File: config.mk
export PLATFORM = sky130hd
export DESIGN_NAME = pixel_cfg_sequencer_flat
export DESIGN_NICKNAME = d
export VERILOG_FILES = /design/src/rtl/pixel_cfg_sequencer_if.sv /design/src/rtl/pixel_cfg_sequencer.sv /design/src/flat_wrapper.sv
export SDC_FILE = /design/constraint.sdc
export NUM_CORES = 1
export LEC_CHECK = 0
export ABC_AREA = 1
export CORE_ASPECT_RATIO = 0.9
export CORE_MARGIN = 10
export CORE_UTILIZATION = 43
export DETAILED_ROUTE_END_ITERATION = 12
export PLACE_DENSITY = 0.72
export SLEW_MARGIN = 10
export SYNTH_ARGS = -nofsm -noshare
export SYNTH_HDL_FRONTEND = slang
export SYNTH_SLANG_ARGS = --single-unit
File: constraint.sdc
create_clock -name clk_40MHz -period 3.8 [get_ports clk_40MHz]
set_input_delay 0.76 -clock clk_40MHz [delete_from_list [all_inputs] [get_ports clk_40MHz]]
set_output_delay 0.76 -clock clk_40MHz [all_outputs]
set_load 0.005 [all_outputs]
File: src/rtl/pixel_cfg_sequencer_if.sv
`timescale 1ns/1ps
`default_nettype none
// ============================================================================
//  Module      : pixel_cfg_sequencer_if
//  Description : Request/status bundle between the SPI register file (master)
//                and the pixel configuration sequencer (slave), including the
//                column config bus and push clock toward the pixel array.
//  Revision    : 1.0 - initial release
// ============================================================================
interface pixel_cfg_sequencer_if #(
  parameter int N_COL = 4,
  parameter int CFG_W = 8
);

  // Request side, driven by the register file
  logic                   start;
  logic                   op;
  logic [1:0]             col_sel;
  logic [3:0]             row_sel;
  logic [CFG_W-1:0]       sel_byte;
  logic [CFG_W-1:0]       bg_byte;
  logic                   abort;

  // Status and array-facing side, driven by the sequencer
  logic                   busy;
  logic                   done;
  logic [CFG_W*N_COL-1:0] cfg_data;
  logic                   cfg_load;
  logic                   push_clk;
  logic [4:0]             push_cnt;

  // Register-file view: issues requests, observes status
  modport master (
    output start, op, col_sel, row_sel, sel_byte, bg_byte, abort,
    input  busy, done, cfg_data, cfg_load, push_clk, push_cnt
  );

  // Sequencer view: consumes requests, drives status and array signals
  modport slave (
    input  start, op, col_sel, row_sel, sel_byte, bg_byte, abort,
    output busy, done, cfg_data, cfg_load, push_clk, push_cnt
  );

endinterface
`default_nettype wire

File: src/rtl/pixel_cfg_sequencer.sv
`timescale 1ns/1ps
`default_nettype none
// ============================================================================
//  Module      : pixel_cfg_sequencer
//  Description : Drives the pixel-array configuration shift chain. One start
//                pulse presents a per-column config word and issues N_ROW
//                push clocks, leaving either one selected pixel at sel_byte
//                with all others at bg_byte, or the whole array cleared.
//  Revision    : 1.0 - initial release
// ============================================================================
module pixel_cfg_sequencer #(
  parameter int N_COL     = 4,
  parameter int N_ROW     = 16,
  parameter int CFG_W     = 8,
  parameter int PUSH_HIGH = 2,
  parameter int PUSH_LOW  = 2
) (
  input  wire logic            clk_40MHz,
  input  wire logic            rst,
  pixel_cfg_sequencer_if.slave bus
);

  // --------------------------------------------------------------------------
  // Constants
  // --------------------------------------------------------------------------
  localparam int c_CNT_MAX = (PUSH_HIGH > PUSH_LOW) ? PUSH_HIGH : PUSH_LOW;
  localparam int c_CNT_W   = (c_CNT_MAX > 1) ? $clog2(c_CNT_MAX) : 1;
  localparam int c_DATA_W  = CFG_W * N_COL;

  localparam logic [c_CNT_W-1:0] c_HIGH_LAST = c_CNT_W'(PUSH_HIGH - 1);
  localparam logic [c_CNT_W-1:0] c_LOW_LAST  = c_CNT_W'(PUSH_LOW - 1);
  localparam logic [4:0]         c_LAST_K    = 5'(N_ROW - 1);

  // --------------------------------------------------------------------------
  // State encoding
  // --------------------------------------------------------------------------
  typedef enum logic [2:0] {
    S_IDLE = 3'd0,
    S_LOAD = 3'd1,
    S_PH   = 3'd2,
    S_PL   = 3'd3,
    S_DONE = 3'd4
  } state_t;

  state_t state_q, state_d;

  // Phase timer for the push_clk high/low phases
  logic [c_CNT_W-1:0] cnt_q, cnt_d;

  // Push index k; also exported as push_cnt
  logic [4:0] k_q, k_d;

  // Request captured at start so later input changes cannot disturb a run
  logic             op_q,  op_d;
  logic [1:0]       col_q, col_d;
  logic [3:0]       row_q, row_d;
  logic [CFG_W-1:0] sel_q, sel_d;
  logic [CFG_W-1:0] bg_q,  bg_d;

  // Registered outputs
  logic                busy_q,  busy_d;
  logic                done_q,  done_d;
  logic                load_q,  load_d;
  logic                pclk_q,  pclk_d;
  logic [c_DATA_W-1:0] data_q,  data_d;

  // Combinational helpers
  logic                w_abort;
  logic                w_hit;
  logic [c_DATA_W-1:0] w_image;

  // Abort only has meaning while a sequence is running; in IDLE start wins
  assign w_abort = (state_q != S_IDLE) && bus.abort;

  // --------------------------------------------------------------------------
  // Next-state logic: sequencing, phase timing, push index and request capture
  // --------------------------------------------------------------------------
  always_comb begin
    state_d = state_q;
    cnt_d   = cnt_q;
    k_d     = k_q;
    op_d    = op_q;
    col_d   = col_q;
    row_d   = row_q;
    sel_d   = sel_q;
    bg_d    = bg_q;

    case (state_q)
      S_IDLE: begin
        if (bus.start) begin
          state_d = S_LOAD;
          cnt_d   = '0;
          k_d     = '0;
          op_d    = bus.op;
          col_d   = bus.col_sel;
          row_d   = bus.row_sel;
          sel_d   = bus.sel_byte;
          bg_d    = bus.bg_byte;
        end
      end

      S_LOAD: begin
        state_d = S_PH;
        cnt_d   = '0;
      end

      S_PH: begin
        if (cnt_q == c_HIGH_LAST) begin
          state_d = S_PL;
          cnt_d   = '0;
        end else begin
          cnt_d = cnt_q + c_CNT_W'(1);
        end
      end

      S_PL: begin
        if (cnt_q == c_LOW_LAST) begin
          cnt_d = '0;
          if (k_q == c_LAST_K) begin
            state_d = S_DONE;
          end else begin
            state_d = S_LOAD;
            k_d     = k_q + 5'd1;
          end
        end else begin
          cnt_d = cnt_q + c_CNT_W'(1);
        end
      end

      S_DONE: begin
        state_d = S_IDLE;
      end

      default: begin
        state_d = S_IDLE;
        cnt_d   = '0;
      end
    endcase

    // A cancelled run drops straight back to IDLE; push index is left as-is
    if (w_abort) begin
      state_d = S_IDLE;
      cnt_d   = '0;
    end
  end

  // --------------------------------------------------------------------------
  // Column image for the upcoming push. Uses the _d view of the request so the
  // very first LOAD (entered directly from IDLE) sees the freshly captured data.
  // An out-of-range row never matches any push, giving an all-background image.
  // --------------------------------------------------------------------------
  always_comb begin
    w_hit   = 1'b0;
    w_image = '0;
    if (!op_d && (int'(row_d) < N_ROW) && (int'(k_d) == (N_ROW - 1 - int'(row_d)))) begin
      w_hit = 1'b1;
    end
    for (int c = 0; c < N_COL; c++) begin
      if (op_d) begin
        w_image[c*CFG_W +: CFG_W] = '0;
      end else if (w_hit && (int'(col_d) == c)) begin
        w_image[c*CFG_W +: CFG_W] = sel_d;
      end else begin
        w_image[c*CFG_W +: CFG_W] = bg_d;
      end
    end
  end

  // --------------------------------------------------------------------------
  // Output next values, decoded from the next state so every output is a flop.
  // cfg_data only changes on entry to LOAD (or on abort), which keeps it stable
  // across the whole PH/PL window and hence at every push_clk rising edge.
  // --------------------------------------------------------------------------
  always_comb begin
    busy_d = (state_d != S_IDLE);
    done_d = (state_d == S_DONE);
    load_d = (state_d == S_LOAD);
    pclk_d = (state_d == S_PH);
    data_d = data_q;
    if (state_d == S_LOAD) begin
      data_d = w_image;
    end
    if (w_abort) begin
      data_d = '0;
    end
  end

  // State, phase timer, push index and captured request registers
  always_ff @(posedge clk_40MHz or posedge rst) begin
    if (rst) begin
      state_q <= S_IDLE;
      cnt_q   <= '0;
      k_q     <= '0;
      op_q    <= 1'b0;
      col_q   <= '0;
      row_q   <= '0;
      sel_q   <= '0;
      bg_q    <= '0;
    end else begin
      state_q <= state_d;
      cnt_q   <= cnt_d;
      k_q     <= k_d;
      op_q    <= op_d;
      col_q   <= col_d;
      row_q   <= row_d;
      sel_q   <= sel_d;
      bg_q    <= bg_d;
    end
  end

  // Output registers toward the register file and the pixel array
  always_ff @(posedge clk_40MHz or posedge rst) begin
    if (rst) begin
      busy_q <= 1'b0;
      done_q <= 1'b0;
      load_q <= 1'b0;
      pclk_q <= 1'b0;
      data_q <= '0;
    end else begin
      busy_q <= busy_d;
      done_q <= done_d;
      load_q <= load_d;
      pclk_q <= pclk_d;
      data_q <= data_d;
    end
  end

  assign bus.busy     = busy_q;
  assign bus.done     = done_q;
  assign bus.cfg_load = load_q;
  assign bus.push_clk = pclk_q;
  assign bus.cfg_data = data_q;
  assign bus.push_cnt = k_q;

endmodule
`default_nettype wire

File: src/flat_wrapper.sv
// flat-port wrapper written by rule: the top's interface ports become plain ports
module pixel_cfg_sequencer_flat 
#(
  parameter int N_COL     = 4,
  parameter int N_ROW     = 16,
  parameter int CFG_W     = 8,
  parameter int PUSH_HIGH = 2,
  parameter int PUSH_LOW  = 2
)
  (clk_40MHz, rst, bus_start, bus_op, bus_col_sel, bus_row_sel, bus_sel_byte, bus_bg_byte, bus_abort, bus_busy, bus_done, bus_cfg_data, bus_cfg_load, bus_push_clk, bus_push_cnt);
  pixel_cfg_sequencer_if #(.N_COL(N_COL), .CFG_W(CFG_W)) bus_i ();
  input  wire logic clk_40MHz;
  input  wire logic rst;
  input wire logic [$bits(bus_i.start)-1:0] bus_start;
  input wire logic [$bits(bus_i.op)-1:0] bus_op;
  input wire logic [$bits(bus_i.col_sel)-1:0] bus_col_sel;
  input wire logic [$bits(bus_i.row_sel)-1:0] bus_row_sel;
  input wire logic [$bits(bus_i.sel_byte)-1:0] bus_sel_byte;
  input wire logic [$bits(bus_i.bg_byte)-1:0] bus_bg_byte;
  input wire logic [$bits(bus_i.abort)-1:0] bus_abort;
  output wire logic [$bits(bus_i.busy)-1:0] bus_busy;
  output wire logic [$bits(bus_i.done)-1:0] bus_done;
  output wire logic [$bits(bus_i.cfg_data)-1:0] bus_cfg_data;
  output wire logic [$bits(bus_i.cfg_load)-1:0] bus_cfg_load;
  output wire logic [$bits(bus_i.push_clk)-1:0] bus_push_clk;
  output wire logic [$bits(bus_i.push_cnt)-1:0] bus_push_cnt;
  assign bus_i.start = bus_start;
  assign bus_i.op = bus_op;
  assign bus_i.col_sel = bus_col_sel;
  assign bus_i.row_sel = bus_row_sel;
  assign bus_i.sel_byte = bus_sel_byte;
  assign bus_i.bg_byte = bus_bg_byte;
  assign bus_i.abort = bus_abort;
  assign bus_busy = bus_i.busy;
  assign bus_done = bus_i.done;
  assign bus_cfg_data = bus_i.cfg_data;
  assign bus_cfg_load = bus_i.cfg_load;
  assign bus_push_clk = bus_i.push_clk;
  assign bus_push_cnt = bus_i.push_cnt;
  pixel_cfg_sequencer #(.N_COL(N_COL), .N_ROW(N_ROW), .CFG_W(CFG_W), .PUSH_HIGH(PUSH_HIGH), .PUSH_LOW(PUSH_LOW)) u_core (.clk_40MHz(clk_40MHz), .rst(rst), .bus(bus_i));
endmodule
==> results.txt <==
Mean Syn Cell Area: 8.25 µm²
startpoint types: primary input
vias in the first global route: 3,084
post-route cell area: 4470 µm²
CP max stage delay: 550 ps
post-synthesis sequential area ratio: 0.480
CP Class: primary input to register
PortBufs: 67
Sinks on Clock Net: 68
Post-Route Skew: 8.82 ps
Total Die Area: 12,300 µm²
EDFF count, synth: 0
maxcap violations: 0
standard-cell rows: 31
post-layout util: 0.557
most common cell in the synthesized netlist: nand2_1
Synth Flop Type: dfrtp_1
slowest CP cell: clkdlybuf4s50_1
DRC: 0
DP HPWL: 6860 µm
synthesized cell area: 3550 µm²
maximum VDD drop: 0.468 mV
status: completed
WP data required: 4080 ps
Max Transition Viols Final: 0
largest net degree at the start of global routing: 37
setup TNS: 0 ps
Clock Latency Late Sink: 340 ps
Hold Crit Class: register to register
crit share post-route: 0.713
GRT Total Usage: 0.154
drt via density: 5.17
fin nets: 523
Synth area leaders: dfrtp_1, nand2_1, nand3_1
Top Ports: 68
Mapped Nets: 458
CTS tree: built
Root Buffer: clkbuf_8
number of distinct library cells after synthesis: 30
Crit Path Max Fanout: 36
Starting DRT DRC Count: 284
DP Area: 4250 µm²
share of the synthesized area in the top cell type: 0.480
Synth Warn #: 0
Post-Route WL: 9410 µm
DRT antenna net count: 0
Routed WL per cell: 15.7 µm
# resized after CTS: 0
Starting Density: 0.442
GPL Wtd Cong: 0.894
share of cells above drive strength 1: 0.136
FF+latch count, synth: 68
Area Growth Syn to Fin: 26.0%
FFs w/ async S/R, synth: 1.00
Final Hold Fails: 0
H-Tree Depth: 3
routed via count: 3,099
antenna violations before repair: 0
drt pass-1 iters: 5
Power per Cell Area: 787 nW/µm²
Fmax: 0.369 GHz
CP bufs+invs: 3
n_diodes: 0
Leak Pwr: 2.14 nW
TritonCTS Buffers: 9
cells after synthesis: 430
Critical Path Sink Type: register
core area: 8030 µm²
hold buffer count at CTS: 0
Yosys top cell by area: dfrtp_1
most frequent CP cell: nand2_1
cells along the critical path: clkdlybuf4s50_1, inv_2, nand3_1, nand2_1, inv_1, nand2_1, nand2_1, nand2_1, nand2_1, nand2_2, nor2_8, nand3_4, nand2_1, nand3_1, nand2_1
Clock Tree Buf Depth: 2
post-CTS setup buffers: 0
final setup fails: 0
crit path DAT: 2990 ps
Commonest cells post-synth: nand2_1, dfrtp_1, nand3_1, inv_1, nand4_1
Max-Slew Margin vs Limit: 0.439
gr ovfl total: 0
Die Span X: 116 µm
Reg clk slew, reported paths: 70 ps
delay-heaviest family, CP: simple AND/OR/NAND/NOR gates
Tightest Pin Transition: 833 ps
Fin Hold WS: 481 ps
first-pass GRT wire length: 15,200 µm
fin crit period: 2710 ps
Die H: 106 µm
RSZ-0062 raised after global routing: false
## worst reg2reg max path, delay by kind of cell (launching register included)
family,cells,cell delay (ps)
buffers and inverters,2,180
AND/OR/NAND/NOR,10,1590
AO/OA/AOI/OAI,1,240
flip-flops,1,450
## cell families after synthesis
kind of cell | count (synthesis) | synth area share
AOI/OAI and AO/OA | 28 | 0.0466
adders and majority gates | 1 | 0.00353
and+or+nand+nor | 268 | 0.383
DFF | 68 | 0.480
buffers and inverters | 65 | 0.0868
## flip-flops by register name, summed over array words and instances (netlist names)
| signal | cells |
|---|---|
| u_core.sel_q | 8 |
| u_core.op_q | 1 |
| u_core.state_q | 3 |
| u_core.row_q | 4 |
| u_core.bus.push_clk | 1 |
| u_core.cnt_q | 1 |
| u_core.bus.cfg_data | 32 |
| u_core.bg_q | 8 |
| u_core.bus.done | 1 |
| u_core.bus.push_cnt | 5 |
| u_core.bus.busy | 1 |
| u_core.col_q | 2 |
| u_core.bus.cfg_load | 1 |
## metal layers
metal	global-route usage	vias to the layer above	share of wire
li1	-	1535	-
met1	0.201	1454	0.45
met2	0.239	100	0.46
met3	0.0371	10	0.078
met4	0.0652	0	0.011
met5	0	-	0
## path summary, 6_finish.rpt
path | from | cells after the start | slack [ps] | to
max reg2reg | u_core.state_q[1] | 13 | 1280 | u_core.bus.cfg_data[1]
min in group asynchronous | rst | 2 | 860 | u_core.bus.push_clk
min reg2reg | u_core.bus.cfg_data[27] | 2 | 480 | u_core.bus.cfg_data[27]
max | bus_start | 15 | 1090 | u_core.bus.cfg_data[1]
min | u_core.bus.cfg_data[27] | 2 | 480 | u_core.bus.cfg_data[27]
max in group asynchronous | rst | 3 | 2020 | u_core.bus.cfg_data[1]
## cells in the final DEF (no fill, tap or decap)
cell type          n
nor3_1             1
o21ai_0           18
o31ai_1            1
clkbuf_8          10
clkdlybuf4s50_1   67
o21ai_1            4
nand2_1          136
nand2_4            4
o21ai_2            1
nor2_8             2
dfrtp_1           68
ha_1               1
inv_2              5
nand3b_1           1
clkbuf_1           2
nor2_2             7
bufinv_16          2
clkinvlp_4         1
nand3_1           45
nor2_4             1
o41ai_1            1
nand3_4            4
nor2_1             7
nand2_2            4
buf_4              4
nand4_1           36
o21ai_4            1
a21oi_1            1
inv_1             43
nor3_2             1
a21oi_2            1
nand3_2            1
or2_2             18
clkinv_2           1
## through the flow
stage / std cells / power [W] / setup slack (ps)
3_3_place_gp: 583 / 0.00282 / 775
6_report: 599 / 0.00352 / 1090
3_5_place_dp: 583 / 0.00286 / 750
5_1_grt: 599 / 0.00377 / 884
4_1_cts: 599 / 0.00353 / 1110
2_1_floorplan: 430 / 0.00233 / 1330
## final cells by class
type	instances	area (µm²)
clock inverters	4	72.6
fillers	715	3560
multi-input cells	297	1550
inverters	48	180
flip-flops and latches	68	1700
clock buffers	12	145
repair buffers	71	701
well taps	99	124
## where the power goes
| part | switching (W) | internal (W) |
|---|---|---|
| clock network | 0.000278 | 0.000387 |
| registers | 0.000131 | 0.000989 |
| logic | 0.00109 | 0.000643 |
Power figures use the tool's default switching activity.
